[src/rtl/e_input_conditioner.sv]
// Switch input conditioner: synchronizes RAW_IN, debounces it with a four-state
// run-length FSM and reports the accepted level, edge pulses and rejected glitches.
module e_input_conditioner #(
  parameter int DEBOUNCE_CYCLES = 4,
  parameter int SYNC_STAGES     = 2
) (
  input  logic       CLK,
  input  logic       RST,
  input  logic       RAW_IN,
  output logic       E,
  output logic       E_RISE,
  output logic       E_FALL,
  output logic       STABLE,
  output logic [7:0] GLITCH_CNT
);

  typedef enum logic [1:0] {
    LOW       = 2'd0,
    RISE_PEND = 2'd1,
    HIGH      = 2'd2,
    FALL_PEND = 2'd3
  } state_t;

  localparam logic [7:0] CNT_LAST     = 8'(DEBOUNCE_CYCLES - 1);
  localparam bit         DIRECT_ACCEPT = (DEBOUNCE_CYCLES == 1);

  logic [SYNC_STAGES-1:0] sync_reg;
  logic [SYNC_STAGES-1:0] sync_next;
  logic                   s;

  state_t     state_reg, state_next;
  logic [7:0] cnt_reg, cnt_next;
  logic [7:0] glitch_reg, glitch_next;
  logic       glitch_inc;
  logic       e_reg, e_next;
  logic       rise_reg, rise_next;
  logic       fall_reg, fall_next;
  logic       stable_reg, stable_next;

  genvar gi;
  generate
    for (gi = 0; gi < SYNC_STAGES; gi++) begin : g_sync
      if (gi == 0) begin : g_first
        assign sync_next[gi] = RAW_IN;
      end else begin : g_chain
        assign sync_next[gi] = sync_reg[gi-1];
      end
    end
  endgenerate

  always_ff @(posedge CLK or posedge RST) begin
    if (RST) begin
      sync_reg <= '0;
    end else begin
      sync_reg <= sync_next;
    end
  end

  // Only the last synchronizer stage is safe to use as a level.
  assign s = sync_reg[SYNC_STAGES-1];

  always_ff @(posedge CLK or posedge RST) begin
    if (RST) begin
      state_reg  <= LOW;
      cnt_reg    <= '0;
      glitch_reg <= '0;
      e_reg      <= 1'b0;
      rise_reg   <= 1'b0;
      fall_reg   <= 1'b0;
      stable_reg <= 1'b1;
    end else begin
      state_reg  <= state_next;
      cnt_reg    <= cnt_next;
      glitch_reg <= glitch_next;
      e_reg      <= e_next;
      rise_reg   <= rise_next;
      fall_reg   <= fall_next;
      stable_reg <= stable_next;
    end
  end

  always_comb begin
    state_next = state_reg;
    cnt_next   = cnt_reg;
    glitch_inc = 1'b0;

    case (state_reg)
      LOW: begin
        if (s) begin
          if (DIRECT_ACCEPT) begin
            state_next = HIGH;
            cnt_next   = '0;
          end else begin
            state_next = RISE_PEND;
            cnt_next   = 8'd1;
          end
        end
      end
      RISE_PEND: begin
        if (!s) begin
          state_next = LOW;
          cnt_next   = '0;
          glitch_inc = 1'b1;
        end else if (cnt_reg == CNT_LAST) begin
          state_next = HIGH;
          cnt_next   = '0;
        end else begin
          cnt_next = cnt_reg + 8'd1;
        end
      end
      HIGH: begin
        if (!s) begin
          if (DIRECT_ACCEPT) begin
            state_next = LOW;
            cnt_next   = '0;
          end else begin
            state_next = FALL_PEND;
            cnt_next   = 8'd1;
          end
        end
      end
      FALL_PEND: begin
        if (s) begin
          state_next = HIGH;
          cnt_next   = '0;
          glitch_inc = 1'b1;
        end else if (cnt_reg == CNT_LAST) begin
          state_next = LOW;
          cnt_next   = '0;
        end else begin
          cnt_next = cnt_reg + 8'd1;
        end
      end
      default: begin
        state_next = LOW;
        cnt_next   = '0;
      end
    endcase

    // Saturate rather than wrap so a noisy switch never looks clean again.
    glitch_next = (glitch_inc && (glitch_reg != 8'hFF)) ? glitch_reg + 8'd1 : glitch_reg;

    // Pulses fire only on accepted changes, never on a pend aborting back home.
    rise_next   = (state_next == HIGH) && ((state_reg == LOW) || (state_reg == RISE_PEND));
    fall_next   = (state_next == LOW) && ((state_reg == HIGH) || (state_reg == FALL_PEND));
    e_next      = (state_next == HIGH) || (state_next == FALL_PEND);
    stable_next = (state_next == LOW) || (state_next == HIGH);
  end

  assign E          = e_reg;
  assign E_RISE     = rise_reg;
  assign E_FALL     = fall_reg;
  assign STABLE     = stable_reg;
  assign GLITCH_CNT = glitch_reg;

endmodule

[config.mk]
export PLATFORM = sky130hd
export DESIGN_NAME = e_input_conditioner
export DESIGN_NICKNAME = d
export VERILOG_FILES = /design/src/rtl/e_input_conditioner.sv
export SDC_FILE = /design/constraint.sdc
export NUM_CORES = 1
export LEC_CHECK = 0
export ABC_AREA = 0
export CAP_MARGIN = 30
export CORE_MARGIN = 1.5
export CORE_UTILIZATION = 30
export DETAILED_ROUTE_END_ITERATION = 12
export GPL_ROUTABILITY_DRIVEN = 0
export SLEW_MARGIN = 20
export SYNTH_ARGS = -nofsm -noshare
export SYNTH_HDL_FRONTEND = slang
export SYNTH_SLANG_ARGS = --single-unit
[constraint.sdc]
create_clock -name CLK -period 1.9 [get_ports CLK]
set_input_delay 0.38 -clock CLK [delete_from_list [all_inputs] [get_ports CLK]]
set_output_delay 0.38 -clock CLK [all_outputs]
set_load 0.02 [all_outputs]
==> flow_summary.ini, run 1 <==
[outcome]
run_status = finished, final reports clean

[floorplan]
die_width_um = 62.5
die_h_um = 62.5
row_count = 21
pin_count = 15
dieArea_um2 = 3900
start_util_pct = 31.5
placeableCoreArea_um2 = 3360

[timing]
final_period_minus_worst_setup_slack_ns = 1.83
timing.final.max_slew_violations = 0
setup_viol = 0
count_of_final_hold_check_violations = 0
finClkSkew_ns = 0.00612
final_worst_path_cycle_share_pct = 96.3
fin_tns_setup_ns = 0
worst_pin_slew_ns = 0.458
timing.max_slew.rel_slack_pct = 69.3
fin_hold_ws_ns = 0.367
max_freq_ghz = 0.546
unrepaired_setup_endpoints_after_global_routing = false

[critical_path]
worst_path_largest_cell_delay_ns = 0.60
crit_slowest_cell = clkdlybuf4s50_1
cp.arrival_ns = 1.45
crit_path_end_kind = primary output
path_max_fanout = 1
crit_path_start_kind = flop
worstPathCellList = clkdlybuf4s50_1
worstSetupPathType = reg2out
critical_path.top_delay_family = buffers and inverters
worstPathBufferInverterCount = 1
critPathRequiredTime_ns = 1.52

[logic_synthesis]
synth_top_cells_by_area = dfrtp_1 54%, nand3_1 5.2%, xor2_1 5.0%
synth_top_area_share_pct = 54.2
post_syn_instances = 96
synth-seq-cells = 24
synth_edf_count = 0
synth_top_flop_cell = dfrtp_1
postSynth.asyncResetShare_pct = 100
synth_commonest_cells = 23 x dfrtp_1, 11 x nand3_1, 8 x nand2_1, 6 x xor2_1
synth.distinct_cells = 28
post_synth_instance_area_um2 = 1060
synth_sequential_area_ratio_pct = 56.7
synth_nets = 101
syn-mean-instance-area_um2 = 11.1
synthDominantAreaCellType = dfrtp_1
yosys_warnings = 0
synth.most_common_cell = dfrtp_1

[global_routing]
grt_usage_pct = 10.8
first_global_vias = 733
largest_net_degree_at_the_start_of_global_routing = 25
grt_antenna_before_repair = 0
overflow = 0
grt_first_pass_wirelength_um = 3300

[clock_tree]
tritoncts_buffers = 3
clock-root-buffer = clkbuf_4
cts_tree = built
clock_tree.buffer_depth = 2
cts-htree-levels = 1
cts_setup_buffers = 0
clock_latency_ns = 0.32
cts.sinks = 24
path_clk_slew_ns = 0.13

[power]
internal_power_mw = 1.18
power_leakage_nw = 0.597
power_switching_share_pct = 36.0
fin_total_pwr_mw = 1.85
power.combinational.fraction_pct = 36.6
power-per-cell-area_nw_per_um2 = 1390
ir_drop_v = 0.000607
power_frac_clock_pct = 20.0
pwr-share-seq_pct = 43.4
total_switching_power_uw = 664

[layout]
num-fill-cells = 362
seq_area_um2 = 602
final_layout_size_suffix_gt1_share_pct = 10.4
layout.nets = 121
multiInputGateArea_um2 = 452
layout-area-overhead-vs-synth_pct = 25.4
num_antenna_cells = 0
stdcell_count = 161

[routing]
routedWlPerCell_um = 11.8
postRouteWirelength_um = 1900
ant_nets = 0
dr_total_vias = 753
drt_iter0_markers = 12
first_pass_iters = 4
vias_per_cell = 4.68
drc_errors = 0

[placement]
port_buffers = 14
place.detailed.hpwl_um = 1380
post-place-cells = 157

[job]
max-cap-violations = 0

[min_path]
min-delay-path-class = reg2reg
## per-stage QoR
step / util, % / instance area [µm²] / setup slack, ns
floorplan: - / 1060 / 0.288
global placement: 37.6 / 1270 / 0.187
detailed placement: 37.6 / 1270 / 0.128
CTS: 39.2 / 1320 / 0.0472
global route: 39.5 / 1330 / 0.000854
finish: 39.5 / 1330 / 0.0699
## worst paths after layout
check / start / to / slack [ns] / cells after the start
setup reg to reg: cnt_reg[0]$_DFFE_PP0P_ / cnt_reg[5]$_DFFE_PP0P_ / 0.17 / 5
hold reg to reg: sync_reg[0]$_DFF_PP0_ / sync_reg[1]$_DFF_PP0_ / 0.37 / 0
max in group asynchronous: RST / STABLE$_DFF_PP1_ / 1.23 / 3
setup / recovery: STABLE$_DFF_PP1_ / STABLE / 0.07 / 1
min in group asynchronous: RST / GLITCH_CNT[1]$_DFFE_PP0P_ / 0.38 / 3
hold / removal: sync_reg[0]$_DFF_PP0_ / sync_reg[1]$_DFF_PP0_ / 0.37 / 0
## power groups by stage
stage | combinational [mW] | clock [mW] | sequential [mW]
final | 0.676 | 0.369 | 0.800
after global routing | 0.745 | 0.400 | 0.821
after CTS | 0.674 | 0.390 | 0.801
after detailed placement | 0.670 | 0 | 0.813
after global placement | 0.662 | 0 | 0.805
after floorplan | 0.328 | 0 | 0.885
## layer usage
| metal | share of wire [%] | wire, µm | GRT usage [%] |
|---|---|---|---|
| met3 | 2.2 | 41 | 1.98 |
| met1 | 50 | 947 | 14.1 |
| met4 | 2.8 | 53 | 6.67 |
| met2 | 45 | 859 | 16.7 |
| met5 | 0 | 0 | 0 |
## layout make-up
class                   count  share of cell area, %
clock inverters             1                   2.26
multi-input cells          67                   34.0
clock buffers               3                   1.69
inverters                   5                   1.41
repair buffers             15                   11.1
flip-flops and latches     24                   45.2
well taps                  46                   4.33
## cells in the final DEF, fill, tap and decap left out, types with 2 or more instances in the layout
cell	count
nand3_1	11
xnor2_1	3
nor2_1	5
mux2_2	3
nor3b_1	3
nand4_1	2
nor3_1	3
ha_1	2
or3_1	4
o21ai_1	2
clkbuf_4	3
xor2_1	6
nand2_1	8
a21oi_1	3
dfrtp_1	23
inv_1	5
clkdlybuf4s50_1	14
## kinds of logic after synthesis
family,after synthesis,synth area share (%)
compound gates,13,8.49
xor+xnor,9,7.43
fa+ha+maj,2,2.36
buf+inv,5,1.77
flops,24,56.7
mux,4,4.13
simple gates,39,19.1
## what timing repair did
action                     4_1_cts  5_1_grt
resized for setup                0        2
hold endpoints to repair         0        0
hold buffers                     0        0
setup endpoints to repair        0       12
No activity file was read; power rests on OpenSTA's default activity.
==> run 2, diff against run 1 <==
--- a/config.mk
+++ b/config.mk
@@ -9,6 +9,7 @@
 export CAP_MARGIN = 30
 export CORE_MARGIN = 1.5
 export CORE_UTILIZATION = 30
+export CTS_BUF_LIST = sky130_fd_sc_hd__clkbuf_8
 export DETAILED_ROUTE_END_ITERATION = 12
 export GPL_ROUTABILITY_DRIVEN = 0
 export SLEW_MARGIN = 20
==> flow_summary.ini, run 2 (same netlist as run 1, synthesis figures left out) <==
[timing]
worst_pin_slew_ns = 0.457
fin_tns_setup_ns = 0
count_of_final_hold_check_violations = 0
max_freq_ghz = 0.566
timing.max_slew.rel_slack_pct = 69.3
unrepaired_setup_endpoints_after_global_routing = false
finClkSkew_ns = 0.00325
setup_viol = 0
timing.final.max_slew_violations = 0
final_period_minus_worst_setup_slack_ns = 1.77
final_worst_path_cycle_share_pct = 92.9

[floorplan]
start_util_pct = 31.5
placeableCoreArea_um2 = 3360
die_width_um = 62.5
row_count = 21
pin_count = 15
dieArea_um2 = 3900
die_h_um = 62.5

[routing]
drt_iter0_markers = 10
first_pass_iters = 3
ant_nets = 0
postRouteWirelength_um = 1900
drc_errors = 0
vias_per_cell = 4.66
routedWlPerCell_um = 11.8
dr_total_vias = 750

[critical_path]
crit_slowest_cell = clkdlybuf4s50_1
path_max_fanout = 1
crit_path_start_kind = flop
cp.arrival_ns = 1.39
worstPathCellList = clkdlybuf4s50_1
worstPathBufferInverterCount = 1
critPathRequiredTime_ns = 1.52
worstSetupPathType = reg2out
crit_path_end_kind = primary output
critical_path.top_delay_family = buffers and inverters
worst_path_largest_cell_delay_ns = 0.60

[clock_tree]
cts-htree-levels = 1
cts-hold-fix-buffers = 0
cts.sinks = 24
path_clk_slew_ns = 0.09
cts_tree = built
clock_latency_ns = 0.27
clock_tree.buffer_depth = 2
clock-root-buffer = clkbuf_8
tritoncts_buffers = 3

[layout]
mostFrequentLayoutCell = dfrtp_1
final_layout_size_suffix_gt1_share_pct = 10.4
layout.cells.most_common_list = 23 x dfrtp_1, 14 x clkdlybuf4s50_1, 11 x nand3_1, 8 x nand2_1, 6 x xor2_1
num-fill-cells = 360
num_antenna_cells = 0
layout-area-overhead-vs-synth_pct = 27.1
layout.nets = 121

[power]
power_leakage_nw = 0.605
power-per-cell-area_nw_per_um2 = 1430
fin_total_pwr_mw = 1.93
ir_drop_v = 0.000495

[outcome]
run_status = finished, final reports clean

[placement]
place.detailed.hpwl_um = 1380
port_buffers = 14

[job]
max-cap-violations = 0

[min_path]
min-delay-path-class = reg2reg

[global_routing]
grt_first_pass_wirelength_um = 3280
overflow = 0
largest_net_degree_at_the_start_of_global_routing = 25
first_global_vias = 719
grt_antenna_before_repair = 0
grt_usage_pct = 10.6
-- run 2: cell counts in the layout (fill, tap and decap cells not counted) --
No cell type changed its count.
-- run 2: report_power, final --
part / internal, mW / switching (mW)
Combinational: 0.323 / 0.355
Clock: 0.282 / 0.166
Sequential: 0.647 / 0.154
-- run 2: metrics by stage --
step / instance area, µm² / utilization [%] / hold slack (ns) / worst slack (ns) / instances
CTS: 1340 / 39.8 / 0.362 / 0.117 / 161
detailed placement: 1270 / 37.6 / 0.341 / 0.128 / 157
floorplan: 1060 / - / 0.331 / 0.288 / 96
global route: 1350 / 40.1 / 0.374 / 0.0112 / 161
global placement: 1270 / 37.6 / 0.344 / 0.187 / 157
finish: 1350 / 40.1 / 0.356 / 0.135 / 161
-- run 2: worst paths after layout --
check	from	endpoint	slack, ns	cells past startpoint
setup / recovery	STABLE$_DFF_PP1_	STABLE	0.13	1
hold / removal	sync_reg[0]$_DFF_PP0_	sync_reg[1]$_DFF_PP0_	0.36	0
setup reg to reg	cnt_reg[0]$_DFFE_PP0P_	cnt_reg[5]$_DFFE_PP0P_	0.18	5
hold reg to reg	sync_reg[0]$_DFF_PP0_	sync_reg[1]$_DFF_PP0_	0.36	0
max in group asynchronous	RST	STABLE$_DFF_PP1_	1.17	3
min in group asynchronous	RST	GLITCH_CNT[1]$_DFFE_PP0P_	0.45	3
-- run 2: layout make-up --
| class | instances | area [µm²] | area share, % |
|---|---|---|---|
| Multi-Input combinational cell | 67 | 452 | 33.5 |
| Clock inverter | 1 | 30.0 | 2.23 |
| Inverter | 5 | 18.8 | 1.39 |
| Sequential cell | 24 | 602 | 44.6 |
| Clock buffer | 3 | 41.3 | 3.06 |
| Tap cell | 46 | 57.6 | 4.27 |
| Timing Repair Buffer | 15 | 148 | 10.9 |
-- run 2: layer usage --
layer	track usage (%)	share of wire, %	up-vias
li1	-	-	378
met1	14.3	51	360
met2	16.5	45	9
met3	2.52	2.6	3
met4	4.17	1.1	0
met5	0	0	-
-- run 2: repair_timing --
action,CTS,global route
resized for setup,0,2
setup endpoints to repair,0,12
hold endpoints to repair,0,0
buffers inserted,0,0
==> run 3, diff against run 2 <==
--- a/config.mk
+++ b/config.mk
@@ -7,11 +7,12 @@
 export LEC_CHECK = 0
 export ABC_AREA = 0
 export CAP_MARGIN = 30
-export CORE_MARGIN = 1.5
-export CORE_UTILIZATION = 30
+export CORE_UTILIZATION = 50
 export CTS_BUF_LIST = sky130_fd_sc_hd__clkbuf_8
 export DETAILED_ROUTE_END_ITERATION = 12
 export GPL_ROUTABILITY_DRIVEN = 0
+export PLACE_DENSITY = 0.74
+export SKIP_CTS_REPAIR_TIMING = 1
 export SLEW_MARGIN = 20
 export SYNTH_ARGS = -nofsm -noshare
 export SYNTH_HDL_FRONTEND = slang
==> flow_summary.ini, run 3 (same netlist as run 1, synthesis figures left out) <==
[outcome]
run_status = finished, final reports clean

[clock_tree]
path_clk_slew_ns = 0.08
cts-htree-levels = 1
clock_tree.buffer_depth = 2
clock_latency_ns = 0.26
tritoncts_buffers = 3
clock-root-buffer = clkbuf_8
cts_tree = built
cts.sinks = 24

[critical_path]
path_max_fanout = 1
reg2reg_launch_point = cnt_reg[0]$_DFFE_PP0P_
worstSetupPathType = reg2out
cp.arrival_ns = 1.37
critical_path.top_delay_family = buffers and inverters
worstPathBufferInverterCount = 1
startpoint = STABLE$_DFF_PP1_
worstPathCellList = clkdlybuf4s50_1
critPathRequiredTime_ns = 1.52
crit_path_start_kind = flop
worst_path_largest_cell_delay_ns = 0.58
crit_path_end_kind = primary output
crit_slowest_cell = clkdlybuf4s50_1

[timing]
timing.final.max_slew_violations = 0
setup_viol = 0
timing.max_slew.rel_slack_pct = 67.5
final_period_minus_worst_setup_slack_ns = 1.75
max_freq_ghz = 0.573
count_of_final_hold_check_violations = 0
final_worst_path_cycle_share_pct = 91.8
finClkSkew_ns = 0.00459
worst_pin_slew_ns = 0.485
unrepaired_setup_endpoints_after_global_routing = false
fin_tns_setup_ns = 0

[floorplan]
start_util_pct = 53.5
placeableCoreArea_um2 = 1980
pin_count = 15
row_count = 16
die_width_um = 48.1
dieArea_um2 = 2310
die_h_um = 48.1

[routing]
first_pass_iters = 2
routedWlPerCell_um = 13.3
postRouteWirelength_um = 1910
dr_total_vias = 771
vias_per_cell = 5.35
ant_nets = 0
drc_errors = 0
drt_iter0_markers = 3

[global_routing]
first_global_vias = 725
overflow = 0
grt_first_pass_wirelength_um = 3060
grt_antenna_before_repair = 0
grt_usage_pct = 19.9
largest_net_degree_at_the_start_of_global_routing = 14

[power]
power-per-cell-area_nw_per_um2 = 1380
power_leakage_nw = 0.612
fin_total_pwr_mw = 1.83
ir_drop_v = 0.000831

[layout]
layout.nets = 123
stdcell_count = 144
num-fill-cells = 158
layout-area-overhead-vs-synth_pct = 25.0
post_route_cell_area_um2 = 1330
num_antenna_cells = 0
finalCoreUtilization_pct = 66.9
final_layout_size_suffix_gt1_share_pct = 12.0
layout.cells.most_common_list = 23 x dfrtp_1, 14 x clkdlybuf4s50_1, 11 x nand3_1, 8 x nand2_1, 6 x xor2_1
mostFrequentLayoutCell = dfrtp_1

[job]
max-cap-violations = 0

[min_path]
min-delay-path-class = in2async

[placement]
post_dp_cell_area_um2 = 1260
port_buffers = 14
place.detailed.hpwl_um = 1370
post-place-cells = 140
==> run 3: path summary, 6_finish.rpt <==
path / to / slack (ns) / cells after the start
min: GLITCH_CNT[2]$_DFFE_PP0P_ / 0.36 / 2
max reg2reg: cnt_reg[3]$_DFFE_PP0P_ / 0.20 / 5
min reg2reg: sync_reg[1]$_DFF_PP0_ / 0.36 / 0
max: STABLE / 0.15 / 1
min in group CLK: sync_reg[1]$_DFF_PP0_ / 0.36 / 0
max in group asynchronous: STABLE$_DFF_PP1_ / 1.02 / 3
==> run 3: where the power goes <==
group	internal, mW	switching (mW)	total, mW
registers	0.647	0.159	0.806
logic	0.340	0.349	0.689
clock network	0.185	0.154	0.339
==> run 3: per-layer routing <==
layer	track usage, %	share of wire, %	wire length, µm	vias up
met1	25.2	46	882	366
li1	-	-	-	385
met3	4.53	3.6	69	5
met2	30.5	48	921	15
met5	0	0	0	-
met4	12.8	2.1	40	0
==> run 3: final cells by class <==
cell class	instances	area, µm²	area share (%)
Inverter	5	18.8	1.42
Sequential cell	24	602	45.4
Multi-Input combinational cell	67	454	34.2
Clock buffer	4	55.1	4.15
Timing Repair Buffer	17	163	12.3
Tap cell	27	33.8	2.55
==> run 3: per-stage QoR <==
step / hold WS, ns / setup slack (ns)
3_3_place_gp: 0.335 / 0.223
5_1_grt: 0.374 / 0.0990
6_report: 0.360 / 0.155
2_1_floorplan: 0.331 / 0.288
3_5_place_dp: 0.347 / 0.104
4_1_cts: 0.365 / 0.0699
